$ cat src/rtl/shared_reg_arbiter_pkg.sv
// Shared constants, FSM encodings and helpers for the round-robin shared-register arbiter.
package shared_reg_arbiter_pkg;

   localparam int unsigned DefNReq  = 4;
   localparam int unsigned DefWidth = 8;
   localparam int unsigned WrCountW = 16;

   localparam logic [0:0] StIdle = 1'b0;
   localparam logic [0:0] StOwn  = 1'b1;

   // Owner index width, never below one bit.
   function automatic int unsigned idx_width(input int unsigned n);
      return (n > 1) ? $clog2(n) : 1;
   endfunction

endpackage

$ cat src/rtl/shared_reg_arbiter_reg_bank_dff.sv
// WIDTH-wide storage register with load enable and asynchronous active-low clear.
module reg_bank_dff #(
   parameter int unsigned WIDTH = 8
) (
   input  logic             clk,
   input  logic             RSTN,
   input  logic             en_i,
   input  logic [WIDTH-1:0] d_i,
   output logic [WIDTH-1:0] q_o
);

   logic [WIDTH-1:0] q_q;

   always_ff @(posedge clk or negedge RSTN) begin
      if (!RSTN) begin
         q_q <= '0;
      end else if (en_i) begin
         q_q <= d_i;
      end
   end

   assign q_o = q_q;

endmodule

$ cat src/rtl/shared_reg_arbiter.sv
// Round-robin arbiter committing one requester's data per grant into a shared register.
// Optional hold-grant behaviour is enabled by defining ARB_LOCK_EN.
module shared_reg_arbiter
   import shared_reg_arbiter_pkg::*;
#(
   parameter int unsigned N_REQ = DefNReq,
   parameter int unsigned WIDTH = DefWidth
) (
   input  logic                            clk,
   input  logic                            RSTN,
   input  logic [N_REQ-1:0]                req_i,
   input  logic [N_REQ*WIDTH-1:0]          wdata_i,
   input  logic [N_REQ-1:0]                lock_i,
   output logic [N_REQ-1:0]                gnt_o,
   output logic [WIDTH-1:0]                q_o,
   output logic                            q_valid_o,
   output logic [idx_width(N_REQ)-1:0]     owner_id_o,
   output logic [WrCountW-1:0]             wr_count_o
);

   localparam int unsigned IdxW = idx_width(N_REQ);

   logic [0:0]          state_q, state_d;
   logic [N_REQ-1:0]    gnt_q, gnt_d;
   logic [IdxW-1:0]     own_q, own_d;
   logic [IdxW-1:0]     ptr_q, ptr_d;
   logic [IdxW-1:0]     owner_id_q;
   logic                q_valid_q;
   logic [WrCountW-1:0] wr_count_q;

   logic                commit;
   logic                hold;
   logic [IdxW-1:0]     pick;
   logic                found;
   int unsigned         idx;
   logic [WIDTH-1:0]    wslice [N_REQ];

   for (genvar g = 0; g < N_REQ; g++) begin : g_slice
      assign wslice[g] = wdata_i[g*WIDTH +: WIDTH];
   end

   // First set request at or above the pointer, wrapping modulo N_REQ.
   always_comb begin
      pick  = '0;
      found = 1'b0;
      idx   = 0;
      for (int unsigned i = 0; i < N_REQ; i++) begin
         idx = (32'(ptr_q) + i) % N_REQ;
         if (!found && req_i[IdxW'(idx)]) begin
            found = 1'b1;
            pick  = IdxW'(idx);
         end
      end
   end

`ifdef ARB_LOCK_EN
   assign hold = commit && |(lock_i & gnt_q);
`else
   logic unused_lock;
   assign unused_lock = ^lock_i;
   assign hold        = 1'b0;
`endif

   // gnt_q is one-hot of the owner while in StOwn, so masking req selects the owner's bit.
   assign commit = (state_q == StOwn) && |(req_i & gnt_q);

   always_comb begin
      state_d = state_q;
      gnt_d   = gnt_q;
      own_d   = own_q;
      ptr_d   = ptr_q;
      case (state_q)
         StIdle: begin
            gnt_d = '0;
            if (found) begin
               state_d = StOwn;
               own_d   = pick;
               gnt_d   = N_REQ'(1) << pick;
            end
         end
         StOwn: begin
            if (!hold) begin
               state_d = StIdle;
               gnt_d   = '0;
               ptr_d   = (own_q == IdxW'(N_REQ - 1)) ? '0 : own_q + IdxW'(1);
            end
         end
         default: begin
            state_d = StIdle;
            gnt_d   = '0;
         end
      endcase
   end

   always_ff @(posedge clk or negedge RSTN) begin
      if (!RSTN) begin
         state_q    <= StIdle;
         gnt_q      <= '0;
         own_q      <= '0;
         ptr_q      <= '0;
         owner_id_q <= '0;
         q_valid_q  <= 1'b0;
         wr_count_q <= '0;
      end else begin
         state_q <= state_d;
         gnt_q   <= gnt_d;
         own_q   <= own_d;
         ptr_q   <= ptr_d;
         if (commit) begin
            owner_id_q <= own_q;
            q_valid_q  <= 1'b1;
            wr_count_q <= wr_count_q + WrCountW'(1);
         end
      end
   end

   reg_bank_dff #(
      .WIDTH(WIDTH)
   ) u_reg_bank (
      .clk  (clk),
      .RSTN (RSTN),
      .en_i (commit),
      .d_i  (wslice[own_q]),
      .q_o  (q_o)
   );

   assign gnt_o      = gnt_q;
   assign q_valid_o  = q_valid_q;
   assign owner_id_o = owner_id_q;
   assign wr_count_o = wr_count_q;

endmodule

$ cat config.mk
export PLATFORM = sky130hd
export DESIGN_NAME = shared_reg_arbiter
export DESIGN_NICKNAME = d
export VERILOG_FILES = /design/src/rtl/shared_reg_arbiter_pkg.sv /design/src/rtl/shared_reg_arbiter_reg_bank_dff.sv /design/src/rtl/shared_reg_arbiter.sv
export SDC_FILE = /design/constraint.sdc
export NUM_CORES = 1
export LEC_CHECK = 0
export CAP_MARGIN = 20
export CORE_UTILIZATION = 35
export DETAILED_ROUTE_END_ITERATION = 10
export HOLD_SLACK_MARGIN = 0.06
export PLACE_DENSITY = 0.67
export SYNTH_ARGS = -nofsm -noshare
export SYNTH_HDL_FRONTEND = slang
export SYNTH_SLANG_ARGS = --single-unit
$ cat constraint.sdc
create_clock -name clk -period 1.8 [get_ports clk]
set_input_delay 0.27 -clock clk [delete_from_list [all_inputs] [get_ports clk]]
set_output_delay 0.27 -clock clk [all_outputs]
set_load 0.005 [all_outputs]
==> run_results.csv <==
group,metric,value,unit
clocking,clk_pin_slew_worst_paths,0.07,ns
clocking,cts_resized,0,
setup_path,arrival,1.77,ns
die,core,4786,um^2
place,place.gp.congestion,0.8018,
timing,finalHoldViolations,0,
timing,fin_ws,0.1936,ns
hold_path,hold_path_depth,1,
place,io_buffers,68,
detailed_routing,first_iter_violations,66,
clocking,cts_max_path_buffers,2,
setup_path,path_class,"reg2reg",
setup_path,reg2reg_from,"wr_count_o[1]",
detailed_routing,drt_wl_total,3780,um
job,maxCapViolations,0,
timing,post-route-period-util,89.25,%
timing,final_max_slew_viol_count,0,
outcome,outcome,"finished clean",
place,hpwl,3017,um
place,place_ws,-0.05205,ns
setup_path,critical-path-slowest-cell,"a2111oi_4",
global_routing,grt-ovfl-total,0,
clocking,ctsHtreeMaxLevel,2,
setup_path,crit_chain,"ha_1 -> nand3_1 -> a2111oi_4 -> nand4_1 -> xnor2_1",
die,die_area,5343,um^2
timing,max_slew.worst_pin.slew,0.6345,ns
finish,fin_nets,281,
power,ir_drop,637.4,uV
global_routing,antenna_found_initial,0,
finish,area_growth_syn_to_layout,51.98,%
place,dp_cells,296,
setup_path,ff2ff_setup_slack,0.19,ns
clocking,numClockSinks,36,
global_routing,grt_max_degree,20,
finish,layout-drive-gt1-share,15.19,%
die,dieWidth,73.10,um
setup_path,cp-start-kind,"flip-flop",
timing,rsz0062_at_grt,"no",
clocking,cts_buffers,5,
finish,n_fill_cell,439,
power,p_leak,1.176,nW
setup_path,crit_path_max_incr_delay,0.42,ns
hold_path,hp-start,"wr_count_o[15]",
detailed_routing,avgRoutedWirePerCell,12.43,um
finish,stdcell_count,304,
synthesis,synth.distinct_cells,31,
timing,setup_viol,0,
clocking,cts_tree,"built",
synthesis,seq_area_frac_synth,50.92,%
setup_path,cp.required,1.96,ns
setup_path,critPathLaunch,"wr_count_o[1]",
power,power.density,1142,nW/um^2
synthesis,ys_ff_latch,36,
die,rows,25,
die,ios,73,
detailed_routing,dr.pass1.iters,4,
die,die_h,73.10,um
setup_path,rr_endpoint,"wr_count_o[14]",
synthesis,synth_cells,154,
place,dpl-instance-area,2601,um^2
timing,finalWorstPathRequiredPeriod,1.606,ns
detailed_routing,via_per_inst,4.697,
hold_path,hold_class,"reg2reg",
setup_path,reg2reg_depth,5,
clocking,clock_latency,0.27,ns
timing,fmax,622.5,MHz
timing,relSlewSlack,57.70,%
global_routing,grt_pass1_wl,6320,um
finish,num_antenna_cells,0,
setup_path,end_kind,"flip-flop",
synthesis,synth_area,1769,um^2
power,totalPowerFinal,3.070,mW
setup_path,path_max_fanout,5,
detailed_routing,drcViolationCount,0,
clocking,cts_root_buf,"clkbuf_8",
die,start_util,36.97,%
detailed_routing,vias,1428,
global_routing,grt_usage,15.51,%
timing,finClkSkew,0.003173,ns
synthesis,synth_fp_nets,198,
global_routing,grt_pass1_vias,1378,
finish,final_area,2689,um^2
synthesis,syn-mean-instance-area,11.49,um^2
synthesis,synth_warnings,0,
detailed_routing,ant_nets,0,
hold_path,whs_endpoint,"wr_count_o[15]",
==> stage by stage <==
stage / hold slack [ns] / utilization [%] / TNS (ns)
2_1_floorplan: -0.02559 / - / 0
3_3_place_gp: 0.2458 / 54.35 / -0.1487
3_5_place_dp: 0.2554 / 54.35 / -0.1438
4_1_cts: 0.4831 / 56.18 / 0
5_1_grt: 0.4987 / 56.18 / 0
6_report: 0.4741 / 56.18 / 0
==> worst max-delay path: cells and delay by family, from the launching register on <==
family,cells,cell delay (ns)
compound gates,1,0.42
xor+xnor,1,0.15
fa+ha+maj,1,0.20
flops,1,0.41
simple gates,2,0.32
==> cell families after synthesis <==
kind of cell | count (synthesis) | share of synthesized area, %
XOR/XNOR | 15 | 7.850
adder cells (fa/ha/maj) | 2 | 1.414
AND/OR/NAND/NOR | 69 | 18.18
AO/OA/AOI/OAI | 12 | 6.648
multiplexers | 12 | 12.66
buffers and inverters | 8 | 2.333
flip-flops | 36 | 50.92
==> power by group <==
| group | internal [mW] | switching, mW | leakage (nW) |
|---|---|---|---|
| Sequential | 1.04 | 0.284 | 0.464 |
| Clock | 0.263 | 0.257 | 0.0410 |
| Combinational | 0.801 | 0.429 | 0.671 |
==> registers in the layout, indices dropped and copies added (netlist names) <==
signal / count
state_q: 1
owner_id_o: 2
wr_count_o: 16
ptr_q: 2
q_valid_o: 1
u_reg_bank.q_o: 8
gnt_o: 4
own_q: 2
==> worst max path at each step <==
stage,to
final,wr_count_o[14]
after global placement,wr_count_o[14]
after floorplan,wr_count_o[14]
after CTS,wr_count_o[14]
after detailed placement,wr_count_o[14]
after global routing,wr_count_o[8]
==> cell type report <==
type,instances,area [um^2],share of cell area [%]
sequential,36,900.9,33.50
tap,67,83.83,3.118
inverter,3,11.26,0.4188
multi-input combinational,110,827.0,30.76
clock buffer,6,72.57,2.699
timing repair buffer,81,788.3,29.32
clock inverter,1,5.005,0.1861
==> cell usage in the layout, fill, tap and decap left out, types with 2 or more instances in the layout <==
master           count
and3_1               3
clkbuf_8             5
and3b_1              2
nand2_1             38
nor2_1               6
buf_4               11
mux4_2               8
mux2_2               3
xor2_1               4
nand4_1              5
xnor2_1             10
dfrtp_1             36
ha_1                 2
inv_1                3
nand3_1              7
nor4_1               2
a21oi_1              3
a22oi_2              2
nand2b_1             3
clkdlybuf4s50_1     67
o21ai_0              2
==> timing repair <==
item,CTS,global route
hold buffers,1,0
hold endpoints to repair,18,0
buffers inserted,0,0
==> synthesized netlist by cell type <==
master	n	area share (%)
and2_1	1	0.35
buf_2	3	0.85
a311oi_1	1	0.50
ha_1	2	1.4
dfrtp_1	36	51
a21oi_1	3	0.85
mux4_2	8	10
nand2_1	38	8.1
nand4_1	5	1.8
a22oi_2	2	1.4
nand3_1	7	2.0
o21ai_0	2	0.57
xor2_1	4	2.0
mux2i_1	1	0.57
mux2_2	3	1.9
or3_4	1	0.64
xnor2_2	1	0.92
a21boi_2	1	0.64
nand2b_1	3	1.1
inv_1	3	0.64
buf_6	1	0.64
nor3_1	1	0.28
a21bo_1	1	0.57
and3_1	3	1.1
nor2_1	6	1.3
clkbuf_1	1	0.21
o2bb2a_1	1	0.57
and3b_1	2	0.99
xnor2_1	10	5.0
a2111oi_4	1	1.6
nor4_1	2	0.71
==> metal layers <==
layer	track usage [%]	vias to the layer above	part of all wire, %
met5	0	-	0
met3	4.972	4	6.7
li1	-	700	-
met4	2.614	0	0.71
met1	20.11	674	43
met2	25.72	50	50
Note: power is estimated with default switching activity, not from simulation.
